**src/rtl/slice_sequencer.sv**
```systemverilog
// Slicing job sequencer: derives steps-per-slice with a serial restoring divider,
// then alternates mover stepping and cutter handshakes until the object is in N pieces.
module slice_sequencer #(
  parameter int SPEED_DIV    = 50000,
  parameter int STEPS_PER_MM = 5
) (
  input  logic        clk,
  input  logic        rst,
  input  logic        start_i,
  input  logic        pause_i,
  input  logic [4:0]  slice_num_i,
  input  logic [15:0] length_i,
  output logic [3:0]  move_phase_o,
  output logic        cut_req_o,
  input  logic        cut_done_i,
  output logic [4:0]  slice_cnt_o,
  output logic        busy_o,
  output logic        paused_o,
  output logic        finish_o,
  output logic        err_o
);

  localparam int TW = $clog2(SPEED_DIV);
  localparam logic [TW-1:0] T_LAST = TW'(SPEED_DIV - 1);

  typedef enum logic [2:0] {S_IDLE, S_DIV, S_MOVE, S_CUT, S_DONE} state_t;

  state_t        state_q, state_d;
  logic [3:0]    phase_q, phase_d;
  logic [4:0]    slice_q, slice_d;
  logic          paused_q, paused_d;
  logic          busy_q, busy_d;
  logic          cut_req_q, cut_req_d;
  logic          finish_q, finish_d;
  logic          err_q, err_d;
  logic [3:0]    move_phase_q, move_phase_d;

  logic [4:0]    n_q, n_d;
  logic [23:0]   quo_q, quo_d;
  logic [23:0]   rem_q, rem_d;
  logic [4:0]    div_cnt_q, div_cnt_d;
  logic [23:0]   step_q, step_d;
  logic [TW-1:0] timer_q, timer_d;

  logic [24:0]   shifted;
  logic [24:0]   trial;

  always_comb begin
    state_d   = state_q;
    phase_d   = phase_q;
    slice_d   = slice_q;
    paused_d  = paused_q;
    err_d     = 1'b0;
    n_d       = n_q;
    quo_d     = quo_q;
    rem_d     = rem_q;
    div_cnt_d = div_cnt_q;
    step_d    = step_q;
    timer_d   = timer_q;
    // Remainder never exceeds N-1, so bit 24 of trial acts as the borrow.
    shifted   = {rem_q, quo_q[23]};
    trial     = shifted - {20'd0, n_q};

    case (state_q)
      S_IDLE: begin
        if (start_i) begin
          if (slice_num_i == 5'd0 || length_i == 16'd0) begin
            err_d = 1'b1;
          end else begin
            n_d       = slice_num_i;
            quo_d     = 24'(length_i) * 24'(STEPS_PER_MM);
            rem_d     = '0;
            div_cnt_d = '0;
            slice_d   = '0;
            state_d   = S_DIV;
          end
        end
      end
      S_DIV: begin
        if (!trial[24]) begin
          rem_d = trial[23:0];
          quo_d = {quo_q[22:0], 1'b1};
        end else begin
          rem_d = shifted[23:0];
          quo_d = {quo_q[22:0], 1'b0};
        end
        div_cnt_d = div_cnt_q + 5'd1;
        if (div_cnt_q == 5'd23) begin
          if (quo_d == '0) begin
            err_d   = 1'b1;
            state_d = S_IDLE;
          end else if (n_q == 5'd1) begin
            state_d = S_DONE;
          end else begin
            step_d  = '0;
            timer_d = '0;
            state_d = S_MOVE;
          end
        end
      end
      S_MOVE: begin
        if (!paused_q) begin
          if (step_q == quo_q) begin
            state_d = S_CUT;
          end else if (timer_q == T_LAST) begin
            timer_d = '0;
            step_d  = step_q + 24'd1;
            phase_d = {phase_q[2:0], phase_q[3]};
          end else begin
            timer_d = timer_q + 1'b1;
          end
        end
      end
      S_CUT: begin
        if (cut_done_i) begin
          slice_d = slice_q + 5'd1;
          if (slice_d == n_q - 5'd1) begin
            state_d = S_DONE;
          end else begin
            step_d  = '0;
            timer_d = '0;
            state_d = S_MOVE;
          end
        end
      end
      S_DONE:  state_d = S_IDLE;
      default: state_d = S_IDLE;
    endcase

    if (pause_i && state_q != S_IDLE) paused_d = !paused_q;
    if (state_d == S_IDLE) paused_d = 1'b0;

    busy_d       = (state_d != S_IDLE);
    cut_req_d    = (state_d == S_CUT);
    finish_d     = (state_d == S_DONE);
    move_phase_d = (state_d == S_MOVE && !paused_d) ? phase_d : 4'b0000;
  end

  always_ff @(posedge clk or posedge rst) begin
    if (rst) begin
      state_q      <= S_IDLE;
      phase_q      <= 4'b0001;
      slice_q      <= '0;
      paused_q     <= 1'b0;
      busy_q       <= 1'b0;
      cut_req_q    <= 1'b0;
      finish_q     <= 1'b0;
      err_q        <= 1'b0;
      move_phase_q <= '0;
    end else begin
      state_q      <= state_d;
      phase_q      <= phase_d;
      slice_q      <= slice_d;
      paused_q     <= paused_d;
      busy_q       <= busy_d;
      cut_req_q    <= cut_req_d;
      finish_q     <= finish_d;
      err_q        <= err_d;
      move_phase_q <= move_phase_d;
    end
  end

  // Divider and step counters are always initialised on entry, so they need no reset.
  always_ff @(posedge clk) begin
    n_q       <= n_d;
    quo_q     <= quo_d;
    rem_q     <= rem_d;
    div_cnt_q <= div_cnt_d;
    step_q    <= step_d;
    timer_q   <= timer_d;
  end

  assign move_phase_o = move_phase_q;
  assign cut_req_o    = cut_req_q;
  assign slice_cnt_o  = slice_q;
  assign busy_o       = busy_q;
  assign paused_o     = paused_q;
  assign finish_o     = finish_q;
  assign err_o        = err_q;

endmodule

```
**config.mk**
```make
export PLATFORM = sky130hd
export DESIGN_NAME = slice_sequencer
export DESIGN_NICKNAME = d
export VERILOG_FILES = /design/src/rtl/slice_sequencer.sv
export SDC_FILE = /design/constraint.sdc
export NUM_CORES = 1
export LEC_CHECK = 0
export CAP_MARGIN = 30
export CORE_MARGIN = 2
export CORE_UTILIZATION = 50
export CTS_CLUSTER_SIZE = 8
export DETAILED_ROUTE_END_ITERATION = 10
export PLACE_DENSITY = 0.76
export SLEW_MARGIN = 40
export SYNTH_ARGS = -nofsm -noshare
export SYNTH_HDL_FRONTEND = slang
export SYNTH_SLANG_ARGS = --single-unit
```
**constraint.sdc**
```tcl
create_clock -name clk -period 6.3 [get_ports clk]
set_input_delay 0.945 -clock clk [delete_from_list [all_inputs] [get_ports clk]]
set_output_delay 0.945 -clock clk [all_outputs]
set_load 0.02 [all_outputs]
```
==> results.toml, run 1 <==
[outcome]
outcome = "complete, no violations"

[pwr]
p_sw_frac = 0.3971
seq_power_share = 0.426
pwr-share-clk = 0.219
switchingPower_mw = 1.662
combPwrFrac = 0.356
peakVddDrop_uv = 338.6
p_leak_nw = 3.174
power.internal_mw = 2.523
power_density_mw_per_mm2 = 498.8

[timing]
setup_viol = 0
finClkSkew_ns = 0.007930
whs_ns = 0.5157
hold_viol_final = 0
period_minus_slack_ns = 3.813
slew_headroom = 0.4779
rsz0062_at_grt = "false"
fin_crit_sh = 0.6052
fmax_mhz = 262.3
tightest_slew_ns = 0.7832
tns_ns = 0
setup_slack_ns = 2.487
drv_slew = 0

[cells_and_area]
layout_common_cells = "101 x nor2_1, 98 x edfxtp_1, 60 x xor2_1"
num_antenna_cells = 0
drive_above_1_share = 0.09492
finalNetCount = 802
fill_cells = 1172
area_growth_pct = 15.50
final_common_cell = "nor2_1"
layout.cells.non_filler = 932
final_area_sq_mm = 0.008392

[clock_network]
cts_setup_buffers = 0
ctsHoldBuffers = 0
htree_levels = 4
cts_tree = "built"
worstSkewPairLatency_ns = 0.42
path_clk_slew_ns = 0.06
cts_buffers = 17
clock_path_buffers = 2
clock-root-buffer = "clkbuf_16"
cts_sinks = 119
post_cts_resized = 0

[floorplan]
fp.dieW_microns = 124.5
die_height_microns = 124.5
io_pins = 40
initial_utilization = 0.5057
dieArea_sq_mm = 0.01551
rows = 44
coreArea_sq_mm = 0.01437

[synth]
synthArstFlopShare = 0.1765
syn-num-nets = 760
synth_cell_types = 72
synth_top_cell_by_area = "edfxtp_1"
avgSynthCellArea_sq_um = 10.48
synth_warnings = 0
synth_area_leaders = "edfxtp_1 41%, xor2_1 7.2%, dfrtp_1 6.9%, ha_1 6.7%, nor2_1 5.2%"
yosysSeqAreaShare = 0.4775
synthFlopType = "edfxtp_1"
synthCells = 693
syn_area_sq_mm = 0.007266
yosysTopAreaCellShare = 0.4050
synth_edf_count = 98
ys_seq_elements = 119

[min_path]
min_delay_path_depth = 1
hold_class = "register to register"
hp-start = "phase_q[1]"

[grt]
grt_max_degree = 54
grt_pass1_wl_microns = 25360
grt_usage = 0.2007
grt_antenna_before_repair = 0
grt_pass1_vias = 5351
grt-ovfl-total = 0

[worst_setup_path]
endpoint_kind = "register"
reg2reg_from = "n_q[0]"
required_ns = 6.43
cp-start-kind = "primary input"
path_delay_family = "compound AO/OA/AOI/OAI gates"
crit_chain = "clkdlybuf4s50_1 > ha_1 > ha_1 > fa_1 > a211oi_1 > nor2_1 > o41ai_1 > o21ai_0 > o221a_2 > xnor2_1 > o21ai_0"
cp_slowest_cell = "clkdlybuf4s50_1"
critPathLaunch = "length_i[1]"
r2r.worst_path.cells = 8
cp_max_fo = 4
path_buf_inv = 1
cp_data_arrival_time_ns = 3.95
crit_type = "primary input to register"
worst-path-stages = 11
cpPeakStageDelay_ns = 0.47

[routing]
drt_first_pass_iters = 6
drcViolationCount = 0
vias_per_cell = 5.773
wl_per_cell_microns = 16.37
vias = 5380
drt_wl_total_microns = 15260
dr.first_iter.drc_count = 338
ant_nets = 0

[placement]
detailed_place_hpwl_microns = 10920
dpl_worst_slack_ns = 2.079
gp_congestion = 0.8584
port_buffers = 39
place_inst = 900
post_dp_cell_area_sq_mm = 0.007833

[run]
maxCapViolations = 0
-- cell usage after synthesis (all sizes together), types with 4 or more instances --
cell type and count:
nand4 15, edfxtp 98, xnor2 41, or3 14, o21a 4, nand2b 4
nor4b 6, mux2 4, dfrtp 20, and3 18, o21ai 24, a211oi 6
o31ai 5, nand3 28, and4 7, or2 4, ha 39, and2 7
nor2 102, nor2b 4, clkbuf 16, inv 14, nand2 53, nor3 24
xor2 60, nor4 18, a21oi 18
-- area by class of cell --
cell class,count,area (sq um),share of cell area
clock buffers,18,450.4,0.05368
repair buffers,42,412.9,0.04920
well taps,184,230.2,0.02743
flip-flops and latches,119,3470,0.4134
inverters,14,52.55,0.006262
multi-input cells,541,3667,0.4370
clock inverters,14,108.9,0.01297
-- cell families (layout without fill, tap and decap cells) --
logic type | count (synthesis) | in the layout | synth area share
xor gates and xnor gates | 101 | 101 | 0.1217
DFF | 119 | 119 | 0.4775
buffers and inverters | 33 | 88 | 0.02066
muxes | 7 | 7 | 0.01033
adders and majority gates | 41 | 41 | 0.07267
and+or+nand+nor | 313 | 313 | 0.2223
AOI/OAI and AO/OA | 79 | 79 | 0.07474
-- registers in the layout, indices dropped and copies added (netlist names), 4 cells and up --
register and cells:
quo_q 24, rem_q 24, step_q 24, slice_cnt_o 5, move_phase_o 4, timer_q 16, n_q 5, div_cnt_q 5
phase_q 4
-- power groups by stage --
stage	registers (mW)	clock network, mW	logic, mW
finish	1.78	0.915	1.49
global route	1.83	0.959	1.66
CTS	1.78	0.923	1.50
detailed placement	1.78	0	1.48
global placement	1.76	0	1.42
floorplan	1.69	0	1.14
-- metal layers --
metal / up-vias / track usage / part of all wire
li1: 2608 / - / -
met1: 2588 / 0.2528 / 0.43
met2: 154 / 0.3398 / 0.50
met3: 30 / 0.04682 / 0.048
met4: 0 / 0.07006 / 0.019
met5: - / 0 / 0
-- path summary, 6_finish.rpt --
kind / end / slack, ns
min: phase_q[1] / 0.52
max in group asynchronous: phase_q[0] / 5.13
max: quo_q[17] / 2.49
max reg2reg: timer_q[5] / 2.87
min reg2reg: phase_q[1] / 0.52
min in group asynchronous: slice_cnt_o[2] / 0.84
-- through the flow --
step	total power, mW	util
after floorplan	2.831	-
after global placement	3.178	0.5445
after detailed placement	3.259	0.5451
after CTS	4.196	0.5840
after global routing	4.451	0.5840
final	4.186	0.5840
Power figures use the tool's default switching activity.
==> inputs of run 2 (changes only) <==
--- a/config.mk
+++ b/config.mk
@@ -10,7 +10,7 @@
 export CORE_UTILIZATION = 50
 export CTS_CLUSTER_SIZE = 8
 export DETAILED_ROUTE_END_ITERATION = 10
-export PLACE_DENSITY = 0.76
+export PLACE_DENSITY = 0.78
 export SLEW_MARGIN = 40
 export SYNTH_ARGS = -nofsm -noshare
 export SYNTH_HDL_FRONTEND = slang
==> constraint.sdc (replaced) <==
create_clock -name clk -period 3.1 [get_ports clk]
set_input_delay 0.465 -clock clk [delete_from_list [all_inputs] [get_ports clk]]
set_output_delay 0.465 -clock clk [all_outputs]
set_load 0.02 [all_outputs]
==> run 2 against run 1 <==
Compared with the run above:
- sequential cell count is the same
- critical path depth is the same
- clock-buffer cell count grew 3
- clock skew grew 0.0023 ns
- highest routed layer unchanged
==> results.toml, run 2 (synthesized netlist as in run 1, its figures left out) <==
[clock_network]
worstSkewPairLatency_ns = 0.42
cts_buffers = 17
clock_path_buffers = 2
cts_tree = "built"
path_clk_slew_ns = 0.06
clock-root-buffer = "clkbuf_16"
htree_levels = 4
cts_sinks = 119

[routing]
drt_wl_total_microns = 16270
drt_first_pass_iters = 5
wl_per_cell_microns = 16.94
ant_nets = 0
dr.first_iter.drc_count = 578
vias_per_cell = 5.753
drcViolationCount = 0
vias = 5523

[grt]
grt_max_degree = 54
grt_pass1_wl_microns = 27340
grt_antenna_before_repair = 0
grt_pass1_vias = 5691
grt_usage = 0.2174
grt-ovfl-total = 0

[cells_and_area]
layout_common_cells = "101 x nor2_1, 98 x edfxtp_1, 60 x xor2_1"
final_common_cell = "nor2_1"
finalNetCount = 830
drive_above_1_share = 0.1353
layout.cells.non_filler = 960
area_growth_pct = 19.79
num_antenna_cells = 0
top_regs = "quo_q (24), rem_q (24), step_q (24)"

[pwr]
p_leak_nw = 3.357
peakVddDrop_uv = 684.2
power_density_mw_per_mm2 = 1018
p_total_mw = 8.864

[timing]
tightest_slew_ns = 0.6653
drv_slew = 0
finClkSkew_ns = 0.01018
fmax_mhz = 334.3
slew_headroom = 0.5531
fin_crit_sh = 0.9649
period_minus_slack_ns = 2.991
hold_viol_final = 0
setup_viol = 0

[worst_setup_path]
crit_end = "quo_q[17]"
reg2reg_from = "quo_q[23]"
crit_type = "primary input to register"
cp-start-kind = "primary input"
endpoint_kind = "register"
cp_data_arrival_time_ns = 3.16
rr_endpoint = "move_phase_o[3]"
cp_max_fo = 3
critPathLaunch = "length_i[1]"
required_ns = 3.26
rrSetupSlack_ns = 0.14
r2r.worst_path.cells = 10

[run]
maxCapViolations = 0

[placement]
detailed_place_hpwl_microns = 11520
port_buffers = 39
place_inst = 928
gp_congestion = 0.8705

[floorplan]
dieArea_sq_mm = 0.01551
coreArea_sq_mm = 0.01437
initial_utilization = 0.5057
rows = 44
io_pins = 40
fp.dieW_microns = 124.5
die_height_microns = 124.5

[min_path]
hold_class = "primary input to async pin"

[outcome]
outcome = "complete, no violations"
==> run 2: cell count changes in the layout (fill, tap and decap cells not counted), sizes merged <==
| cell | delta |
|---|---|
| buf | +28 |
| inv | -6 |
| clkbuf | +3 |
| clkinv | +3 |
| bufinv | +1 |
| clkinvlp | -1 |
==> run 2: worst min path at each step <==
| stage | startpoint | end | slack (ns) | depth (start not counted) |
|---|---|---|---|---|
| floorplan | rst | busy_o | 0.44 | 1 |
| global placement | phase_q[1] | phase_q[1] | 0.50 | 1 |
| detailed placement | phase_q[1] | phase_q[1] | 0.52 | 1 |
| CTS | rst | move_phase_o[3] | 0.50 | 2 |
| global route | rst | move_phase_o[3] | 0.40 | 2 |
| finish | rst | move_phase_o[3] | 0.36 | 2 |
==> run 2: worst max-delay path, stage by stage <==
cell and delay [ns]:
clkdlybuf4s50_1 0.43, ha_1 0.31, ha_2 0.20, fa_2 0.36
a211oi_2 0.22, nor2_1 0.09, o41ai_2 0.47, o21ai_2 0.13
o221a_2 0.27, xnor2_1 0.12, o21ai_0 0.08
==> run 2: final cells by class <==
class / count / area (sq um)
clock buffers: 21 / 504.2
clock inverters: 11 / 90.09
well taps: 184 / 230.2
fillers: 1132 / 5665
inverters: 14 / 52.55
repair buffers: 70 / 648.1
multi-input cells: 541 / 3709
flip-flops and latches: 119 / 3470
==> run 2: through the flow <==
| stage | hold WS [ns] | setup slack, ns | utilization | area [sq um] | TNS [ns] |
|---|---|---|---|---|---|
| finish | 0.3556 | 0.1089 | 0.6057 | 8703 | 0 |
| global route | 0.3950 | -0.02432 | 0.6057 | 8703 | -0.03658 |
| CTS | 0.4968 | 0.07664 | 0.6048 | 8690 | 0 |
| detailed placement | 0.5166 | -0.4891 | 0.5629 | 8088 | -2.896 |
| global placement | 0.4972 | -0.4432 | 0.5629 | 8088 | -2.331 |
| floorplan | 0.4408 | -0.1701 | - | 7306 | -4.082 |
==> run 2: what timing repair did <==
item                                   CTS  global route
setup endpoints to repair                3             3
gates cloned                             0             0
pin swaps                                0             4
resized for setup                        1             5
buffers inserted                         0             0
endpoints found under the hold margin    0             0
hold buffers                             0             0
==> run 2: per-layer routing <==
layer	GRT usage	wire, microns	up-vias
met5	0	0	-
met4	0.08262	272	0
met3	0.04639	682	26
met2	0.3623	8231	152
met1	0.2790	7079	2678
li1	-	-	2667
==> run 2: power breakdown <==
group	internal (mW)	total, mW	leakage (nW)	switching (mW)
clock	1.24	1.98	0.302	0.739
combinational	1.37	3.22	1.78	1.85
sequential	2.83	3.66	1.27	0.831
total	5.44	8.86	3.36	3.42
==> inputs of run 3 (changes only) <==
--- a/config.mk
+++ b/config.mk
@@ -10,7 +10,9 @@
 export CORE_UTILIZATION = 50
 export CTS_CLUSTER_SIZE = 8
 export DETAILED_ROUTE_END_ITERATION = 10
+export GPL_TIMING_DRIVEN = 0
 export PLACE_DENSITY = 0.78
+export SETUP_SLACK_MARGIN = 0.1
 export SLEW_MARGIN = 40
 export SYNTH_ARGS = -nofsm -noshare
 export SYNTH_HDL_FRONTEND = slang
==> run 3 against run 2 <==
Compared with the run above:
- maximum frequency grew 2.6%
- core utilization grew 0.43 points
- clock skew shrank 0.0011 ns
- critical path depth shrank 1
- first-iteration DRC count shrank 21%
- sequential power shrank 2%
- via count grew 3.2%
- total power grew 0.85%
- cell count grew 0.94%
==> results.toml, run 3 (synthesized netlist as in run 1, its figures left out) <==
[outcome]
outcome = "complete, no violations"

[pwr]
power_density_mw_per_mm2 = 1020
p_leak_nw = 3.343
p_total_mw = 8.939
seq_power_share = 0.402
p_sw_frac = 0.3839
peakVddDrop_uv = 581.9
pwr-share-clk = 0.199
power.internal_mw = 5.508
combPwrFrac = 0.399
switchingPower_mw = 3.432

[clock_network]
path_clk_slew_ns = 0.05
ctsHoldBuffers = 0
cts_buffers = 17
cts_tree = "built"
cts_sinks = 119
htree_levels = 4
worstSkewPairLatency_ns = 0.41
clock_path_buffers = 2
clock-root-buffer = "clkbuf_16"

[floorplan]
die_height_microns = 124.5
dieArea_sq_mm = 0.01551
initial_utilization = 0.5057
fp.dieW_microns = 124.5
io_pins = 40
coreArea_sq_mm = 0.01437
rows = 44

[cells_and_area]
area_growth_pct = 20.63
num_antenna_cells = 0
final_common_cell = "nor2_1"
drive_above_1_share = 0.1236
layout.cells.non_filler = 969
layout_common_cells = "101 x nor2_1, 98 x edfxtp_1, 60 x xor2_1"
fill_cells = 1110
top_regs = "quo_q (24), rem_q (24), step_q (24)"
finalNetCount = 839

[placement]
place_inst = 919
port_buffers = 39
gp_congestion = 0.8701
detailed_place_hpwl_microns = 11560

[timing]
slew_headroom = 0.5137
setup_viol = 0
rsz0062_at_grt = "false"
tightest_slew_ns = 0.7239
period_minus_slack_ns = 2.915
finClkSkew_ns = 0.009043
drv_slew = 0
hold_viol_final = 0
fin_crit_sh = 0.9404
fmax_mhz = 343.0

[grt]
met2_usage = 0.3690
grt_antenna_before_repair = 0
grtUsageMet3 = 0.04338
grt_max_degree = 39
grt.busiest_layer = "met2"
grt_pass1_wl_microns = 27370
grtUsageMet1 = 0.2662
grt_usage = 0.2140
grt-ovfl-total = 0
grt_pass1_vias = 5821

[worst_setup_path]
required_ns = 3.24
cp_max_fo = 3
crit_type = "primary input to register"
endpoint_kind = "register"
cp_data_arrival_time_ns = 3.06
cp-start-kind = "primary input"

[min_path]
hold_class = "primary input to async pin"

[routing]
drcViolationCount = 0
wl_per_cell_microns = 16.72
vias_per_cell = 5.884
drt_first_pass_iters = 5
dr.first_iter.drc_count = 455
drt_wl_total_microns = 16200
ant_nets = 0
vias = 5702

[run]
maxCapViolations = 0
-- run 3: critical path: stages --
cell and delay (ns):
clkdlybuf4s50_1 0.60, ha_4 0.25, fa_2 0.42, a211oi_2 0.24
nor2_1 0.10, o41ai_2 0.32, o21ai_2 0.14, o221a_2 0.27
xnor2_1 0.15, o21ai_0 0.10
-- run 3: area by class of cell --
cell class	count	area, sq um	share of cell area
clock buffer	29	521.8	0.05953
buffer	19	97.59	0.01113
inverter	14	52.55	0.005996
clock inverter	3	15.01	0.001713
timing repair buffer	60	608.1	0.06938
multi-input combinational	541	3770	0.4301
sequential	119	3470	0.3959
tap	184	230.2	0.02627
-- run 3: final timing paths --
check / endpoint / from / slack [ns] / cells after the start
max: quo_q[17] / length_i[4] / 0.18 / 10
min in group clk: phase_q[1] / phase_q[1] / 0.52 / 1
max reg2reg: step_q[7] / quo_q[23] / 0.19 / 12
min: finish_o / rst / 0.38 / 2
min reg2reg: phase_q[1] / phase_q[1] / 0.52 / 1
max in group asynchronous: phase_q[0] / rst / 2.38 / 2
-- run 3: repair_timing --
action,4_1_cts,5_1_grt
hold endpoints to repair,0,0
pin swaps,7,8
cloned,0,1
setup endpoints to repair,48,44
resized for setup,8,13
buffers inserted,10,7
-- run 3: through the flow --
step | setup slack, ns | hold slack, ns | setup TNS [ns] | instance area (sq um) | utilization
after CTS | 0.08424 | 0.5153 | 0 | 8618 | 0.5998
after detailed placement | -0.7319 | 0.5128 | -6.912 | 7975 | 0.5550
after global routing | 0.08289 | 0.4331 | 0 | 8765 | 0.6100
after global placement | -0.7219 | 0.4950 | -50.06 | 7926 | 0.5516
final | 0.1846 | 0.3794 | 0 | 8765 | 0.6100
after floorplan | -0.1701 | 0.4408 | -4.082 | 7306 | -
-- run 3: power by group through the flow --
stage	combinational, mW	sequential, mW	clock (mW)
after floorplan	2.37	3.42	0
after global placement	2.96	3.58	0
after detailed placement	3.19	3.59	0
after CTS	3.38	3.58	1.80
after global routing	3.94	3.70	1.86
final	3.57	3.59	1.78
-- run 3: layer usage --
metal	part of all wire	wire (microns)
met1	0.43	6935
met2	0.51	8206
met5	0	0
met4	0.022	358
met3	0.043	700
